`src/rtl/binary_frame_writer.sv`:
```
// binary_frame_writer
//   Takes a raster-ordered 8-bit grayscale pixel stream, turns each pixel
//   into one bit by comparing it with binThreshold, and writes that bit at
//   (x, y) into the binary frame memory. After the last pixel of a frame it
//   pulses start to the median filter. It then refuses new pixels until
//   fullImageDone comes back.
//
// Ports
//   clk, reset          : single clock; reset is synchronous and active-high
//   pixelIn[7:0]        : grayscale pixel
//   pixelValid          : pixelIn / pixelSof are valid this cycle
//   pixelSof            : first pixel of a frame
//   pixelReady          : block takes the beat this cycle
//   binThreshold[7:0]   : a pixel strictly above this value gives bit 1
//   fullImageDone       : median filter has finished the current frame
//   xAddressOut, yAddressOut : write address (held between writes)
//   binaryDataOut       : binarized pixel (held between writes)
//   writeBinaryMem      : one-cycle memory write strobe
//   start               : one-cycle pulse to the median filter
//   busy                : high from SOF acceptance until fullImageDone
//   frameError          : sticky; an SOF arrived in the middle of a frame
//
// Handshake: a beat transfers on a cycle where pixelValid && pixelReady are
// both high. pixelReady depends only on the FSM state, never on pixelValid.
// A producer holding pixelValid while pixelReady is low keeps its beat.
module binary_frame_writer #(
  parameter int IMG_WIDTH  = 160,
  parameter int IMG_HEIGHT = 120,
  parameter int ADDR_W     = 8
) (
  input  logic              clk,
  input  logic              reset,
  input  logic [7:0]        pixelIn,
  input  logic              pixelValid,
  input  logic              pixelSof,
  output logic              pixelReady,
  input  logic [7:0]        binThreshold,
  input  logic              fullImageDone,
  output logic [ADDR_W-1:0] xAddressOut,
  output logic [ADDR_W-1:0] yAddressOut,
  output logic              binaryDataOut,
  output logic              writeBinaryMem,
  output logic              start,
  output logic              busy,
  output logic              frameError
);

  localparam logic [1:0] IDLE      = 2'd0;
  localparam logic [1:0] WRITE     = 2'd1;
  localparam logic [1:0] START     = 2'd2;
  localparam logic [1:0] WAIT_DONE = 2'd3;

  localparam logic [ADDR_W-1:0] X_LAST = ADDR_W'(IMG_WIDTH - 1);
  localparam logic [ADDR_W-1:0] Y_LAST = ADDR_W'(IMG_HEIGHT - 1);

  logic [1:0]        state;
  logic [ADDR_W-1:0] x_cnt;
  logic [ADDR_W-1:0] y_cnt;

  logic              accept;
  logic              do_write;
  logic [ADDR_W-1:0] beat_x;
  logic [ADDR_W-1:0] beat_y;
  logic [ADDR_W-1:0] next_x;
  logic [ADDR_W-1:0] next_y;
  logic              beat_last;
  logic              beat_bit;

  assign pixelReady = (state == IDLE) || (state == WRITE);
  assign accept     = pixelValid && pixelReady;
  // In IDLE only an SOF beat opens a frame. Other beats are consumed and
  // dropped, so the upstream stream can resynchronise on the next SOF.
  assign do_write   = accept && (pixelSof || (state == WRITE));

  always_comb begin
    // An SOF beat always lands at (0,0). Mid-frame this restarts the raster.
    beat_x    = pixelSof ? '0 : x_cnt;
    beat_y    = pixelSof ? '0 : y_cnt;
    beat_last = (beat_x == X_LAST) && (beat_y == Y_LAST);
    beat_bit  = pixelIn > binThreshold;
    if (beat_x == X_LAST) begin
      next_x = '0;
      next_y = beat_y + 1'b1;
    end else begin
      next_x = beat_x + 1'b1;
      next_y = beat_y;
    end
  end

  always_ff @(posedge clk) begin
    if (reset) begin
      state          <= IDLE;
      x_cnt          <= '0;
      y_cnt          <= '0;
      xAddressOut    <= '0;
      yAddressOut    <= '0;
      binaryDataOut  <= 1'b0;
      writeBinaryMem <= 1'b0;
      start          <= 1'b0;
      busy           <= 1'b0;
      frameError     <= 1'b0;
    end else begin
      writeBinaryMem <= 1'b0;
      start          <= 1'b0;

      if (do_write) begin
        xAddressOut    <= beat_x;
        yAddressOut    <= beat_y;
        binaryDataOut  <= beat_bit;
        writeBinaryMem <= 1'b1;
        x_cnt          <= next_x;
        y_cnt          <= next_y;
      end

      case (state)
        IDLE: begin
          if (do_write) begin
            busy  <= 1'b1;
            state <= beat_last ? START : WRITE;
          end
        end
        WRITE: begin
          if (do_write) begin
            if (pixelSof) frameError <= 1'b1;
            if (beat_last) state <= START;
          end
        end
        START: begin
          // The last write strobe is out this cycle, so start lands one
          // cycle after it and never overlaps a write.
          start <= 1'b1;
          state <= WAIT_DONE;
        end
        WAIT_DONE: begin
          if (fullImageDone) begin
            busy  <= 1'b0;
            state <= IDLE;
          end
        end
        default: state <= IDLE;
      endcase
    end
  end

endmodule

```
`config.mk`:
```
export PLATFORM = sky130hd
export DESIGN_NAME = binary_frame_writer
export DESIGN_NICKNAME = d
export VERILOG_FILES = /design/src/rtl/binary_frame_writer.sv
export SDC_FILE = /design/constraint.sdc
export NUM_CORES = 1
export LEC_CHECK = 0
export ABC_AREA = 1
export BUFFER_PORTS_ARGS = -buffer_cell sky130_fd_sc_hd__buf_4
export CAP_MARGIN = 20
export CORE_ASPECT_RATIO = 2
export CORE_MARGIN = 5
export CORE_UTILIZATION = 58
export DETAILED_ROUTE_END_ITERATION = 10
export PLACE_DENSITY = 0.84
export SLEW_MARGIN = 30
export SYNTH_ARGS = -nofsm -noshare
export SYNTH_HDL_FRONTEND = slang
export SYNTH_SLANG_ARGS = --single-unit
export TNS_END_PERCENT = 100
```
`constraint.sdc`:
```
create_clock -name clk -period 3.4 [get_ports clk]
set_input_delay 0.51 -clock clk [delete_from_list [all_inputs] [get_ports clk]]
set_output_delay 0.51 -clock clk [all_outputs]
set_load 0.01 [all_outputs]
```
Yosys cells after proc, flatten, opt, wreduce, memory -nomap -nowiden. Cells that the tools add are included.

Register bits after elaboration: 39. Bits of input ports: 21. Word-level logic and storage cells: 47.

Add/sub/neg operators: 2. Order comparisons: 1. Equal/unequal tests: 9. Multiplexer cells: 15. Reduce and logical (&&, ||, !) cells: 10.

Operators with widths (count): 8-bit 2-to-1 mux (4); 8-bit by 1-bit adder with 8-bit output (second input constant) (2); 2-bit 2-to-1 mux (5); 8-bit by 7-bit == test with 1-bit output (second input constant) (1); 8-bit == test (second input constant) (1); 8-bit greater-than comparator (1); 2-bit != test (second input constant) (4); 2-bit case mux with 4 select lines (1); 3-bit AND reduction (2); 2-bit == test (second input constant) (2); 1-bit 2-to-1 mux (4); 4-bit AND reduction (1); 1-bit logical AND (3); 2-bit by 1-bit == test with 1-bit output (second input constant) (1); 2-bit logical NOT (1); 1-bit logical OR (2); 1-bit case mux with 2 select lines (1); 2-bit nonzero test (1).

Depth between registers and ports, before layout.
Depth in word-level cells: 6. Depth in mapped cells: 14.

Least setup slack after synthesis. OpenSTA, ideal clock, no wires.

Path kind: input to register. Start: in pixelSof. End: reg y_cnt[3]. Data arrival time: 1.947 ns. Required time: 3.282 ns. Path slack: 1.335 ns. Cell stages on the path: 13. Path buffers: 2. Path through: buf_6 buf_2 nor2_1 ha_1 nand2_1 inv_1 nand3_1 nor2_4 nand2_4 nor2_4 inv_1 nor3_1 nor2_1.

Cells in the longest elaborated chain, start to end: 3. Elaborated cells on any way between the ends: 7.

Ends and longest elaborated chain: from (decl) (line 35) `input logic pixelSof,`; 8-bit 2-to-1 mux (line 77) `beat_x = pixelSof ? '0 : x_cnt;`; net beat_x[0] (line 62) `logic [ADDR_W-1:0] beat_x;`; 8-bit == test (line 81) `if (beat_x == X_LAST) begin`; 8-bit 2-to-1 mux (line 81); to (signal assigned) (line 112) `y_cnt <= next_y;`; to (decl) (line 58) `logic [ADDR_W-1:0] y_cnt;`.

The timed path passes the listed nets, and every way through them passes these cells. A chain may end at the register's enable or synchronous reset.

Final worst setup path.
Start: reg state[0]. End: reg y_cnt[2].

Cells in the longest elaborated chain, start to end: 4. Elaborated cells on any way between the ends: 6.

Ends and longest elaborated chain: from (decl) (line 56) `logic [1:0] state;`; from (signal assigned) (line 119) `state <= beat_last ? START : WRITE;`; 2-bit by 1-bit == test with 1-bit output / 2-bit logical NOT (equally long branches) (line 69, 73); 1-bit logical OR (line 69) `assign pixelReady = (state == IDLE) || (state == WRITE);`; 1-bit logical AND (line 70) `assign accept = pixelValid && pixelReady;`; 1-bit logical AND (*) (line 73) `assign do_write = accept && (pixelSof || (state == WRITE));`.

Every way passes the cells marked *; elsewhere a longest branch is shown, timed or not.

==> metrics <==
status=finished clean; Ports=43; Sw Share=0.355; Synth-to-Final Area Change=21.0%; multiplexer share of the synthesized area=0; Worst VDD drop=between 0.4 and 0.5 mV; clk root buf=clkbuf_8; GRT Total Usage=0.217; library cells used by synthesis=28; Int Power=between 0.9 and 1 mW; Worst Path Required=approximately 3.6 ns; WL final=about 5000 microns; hold path start=busy; Synth Register Bits=39; main combinational cell family by area after synthesis=simple AND/OR/NAND/NOR gates; slowest CP cell=dfxtp_1; Vias per Instance=5.22; sequential share of the synthesized area=0.374; DRC=0; worst slew pin tran=0.765 ns; share of post-route cells with drive strength above 1=0.184; area post-placement=about 2400 sq um; initial antenna violation count=0; Fmax=between 0.4 and 0.5 GHz; core area=approximately 3600 sq um; total number of vias=between 2k and 2.5k; yosys warns=0; vias in the first global route=about 2.0k; Die Ht=between 90 and 100 microns; cell count after placement=384; nets=roughly 380; HP Class=flip-flop to flip-flop; Clock Latency Late Sink=roughly 0.28 ns; HPWL Detailed=about 3700 microns; DIE AREA=just under 5000 sq um; Buf/Inv on CP=3; drt initial violations=32; I/O Buffers=42; Fin. Hold Viols=0; antenna diode count=0; cells resized by post-CTS repair=0; Final min period=2.04 ns; fillcell total=322; post-route cell area=2520 sq um; Synth top area share=0.374; syn nets=335; Final period util=0.600; Pre-Repair DR Iteration Count=6; nature of the critical path startpoint=flip-flop; sequential power share=0.394; Mapped Area=2090 sq um; H-tree levels=2; hold_buf cts=0; Synth Area in Adders=0.0839; Final TNS setup=0 ns; routability cong.=about 0.81; CTS Sinks=39; first-pass GRT wire length=around 8200 microns; Final Setup Violations=0; worst-case clock buffer depth=2; r2r setup slk=1.36 ns; Die Wd=roughly 52 microns; Worst EP arrival=approximately 2.2 ns; skew final=approximately 0.0025 ns; total gr overflow=0; total CTS buffers=5; ANT nets after route=0; initial core utilization=0.585; row count=31; post-synthesis simple-gate area fraction=0.293; leak pwr=roughly 1.2 nW; Avg Synthesized Cell Area=6.96 sq um; WL/cell=between 10 and 15 microns; critical path class=flip-flop to flip-flop; switching pwr=~0.50 mW; Post-Synthesis Cells=300; largest net degree at the start of global routing=27; max-cap viol count=0; Synth Area in XOR/XNOR=0.00420; CP max stage delay=approximately 0.34 ns; Final Max Tran Viols=0; Synth area leaders=dfxtp_1, nand2_1, ha_1; crit path launch=state[0]; RSZ-0062 raised after global routing=no; reg-to-reg startpoint=state[0]; crit-path leading delay family=simple AND/OR/NAND/NOR gates; # Post-CTS Setup Buffers=0; Comb power frac=0.366; Power Density=561 nW/um^2; TritonCTS clock tree=built; crit end category=flip-flop; slew margin rel.=0.490; Crit Path Max Fanout=18; critical path cell sequence=inv_1 > ha_1 > inv_1 > nand2_2 > o211ai_1 > buf_4 > nor2_1 > o22ai_1 > nand2_1 > nor2_1; Synth area leader=dfxtp_1; Post-Layout Cell Count=approximately 400; clock share of power=0.240; clk slew on worst S/H paths=0.07 ns; Synth Area in Compound Gates=0.137
-- per-stage QoR --
step            util  worst slack [ns]  power (mW)  hold slack [ns]
2_1_floorplan      -              1.33       0.911            0.445
3_3_place_gp   0.680              1.29        1.07            0.435
5_1_grt        0.708              1.13        1.51            0.481
4_1_cts        0.708              1.40        1.43            0.457
6_report       0.708              1.36        1.42            0.450
3_5_place_dp   0.680              1.24        1.09            0.446
-- worst reg2reg max path, stage by stage (launching register included) --
cell      delay [ns]
dfxtp_1         0.34
inv_1           0.10
ha_1            0.26
inv_1           0.07
nand2_2         0.07
o211ai_1        0.21
buf_4           0.28
nor2_1          0.31
o22ai_1         0.15
nand2_1         0.07
nor2_1          0.06
-- metal layers --
metal	vias to the layer above	track usage	wire length [microns]	share of wire
met2	61	0.419	2740	0.56
met1	941	0.201	1790	0.37
li1	1034	-	-	-
met3	12	0.0363	207	0.042
met4	0	0.117	157	0.032
met5	-	0	0	0
-- final timing paths --
check,depth (start not counted),to
max,10,y_cnt[2]
min,2,busy
max reg2reg,10,y_cnt[2]
min reg2reg,2,busy
-- power groups by stage --
stage | logic, mW | registers [mW] | clock network [mW]
2_1_floorplan | 0.328 | 0.584 | 0
3_3_place_gp | 0.504 | 0.566 | 0
3_5_place_dp | 0.517 | 0.568 | 0
4_1_cts | 0.520 | 0.558 | 0.347
5_1_grt | 0.586 | 0.566 | 0.361
6_report | 0.519 | 0.557 | 0.340
-- layout make-up --
| type | instances | area [sq um] | share of cell area |
|---|---|---|---|
| Inverter | 44 | 165 | 0.0654 |
| Tap cell | 49 | 61.3 | 0.0243 |
| Multi-Input combinational cell | 207 | 1080 | 0.428 |
| Sequential cell | 39 | 781 | 0.309 |
| Timing Repair Buffer | 45 | 338 | 0.134 |
| Clock buffer | 8 | 100 | 0.0396 |
-- cells by family after synthesis --
logic type                 Yosys count
AOI/OAI and AO/OA                   54
xor gates and xnor gates             1
adders and majority gates           14
buffers and inverters               54
DFF                                 39
and+or+nand+nor                    138
-- flip-flops by register name (all words and copies together) (netlist names) --
register	cells
xAddressOut	8
x_cnt	8
yAddressOut	8
y_cnt	8
state	2
binaryDataOut	1
busy	1
frameError	1
start	1
writeBinaryMem	1
-- Yosys cell counts (all sizes together) --
cell type and instances:
nand2 64, nor2 47, inv 44, dfxtp 39, a21oi 29, o21ai 20, nand3 17, ha 14
buf 7, nor3 4, clkbuf 3, nand4 2, nor4 2, or2 2, a211oi 1, o211ai 1
o21a 1, o22ai 1, o31ai 1, xnor2 1
-- layout by cell type (no fill, tap or decap), drive strengths merged, types with 2 or more instances in the layout --
| master | netlist | final |
|---|---|---|
| nor3 | 4 | 4 |
| nand4 | 2 | 2 |
| ha | 14 | 14 |
| nand3 | 17 | 17 |
| nand2 | 64 | 64 |
| dfxtp | 39 | 39 |
| buf | 7 | 45 |
| nor2 | 47 | 47 |
| or2 | 2 | 2 |
| inv | 44 | 44 |
| o21ai | 20 | 20 |
| clkbuf | 3 | 8 |
| nor4 | 2 | 2 |
| a21oi | 29 | 29 |
Power figures use the tool's default switching activity.
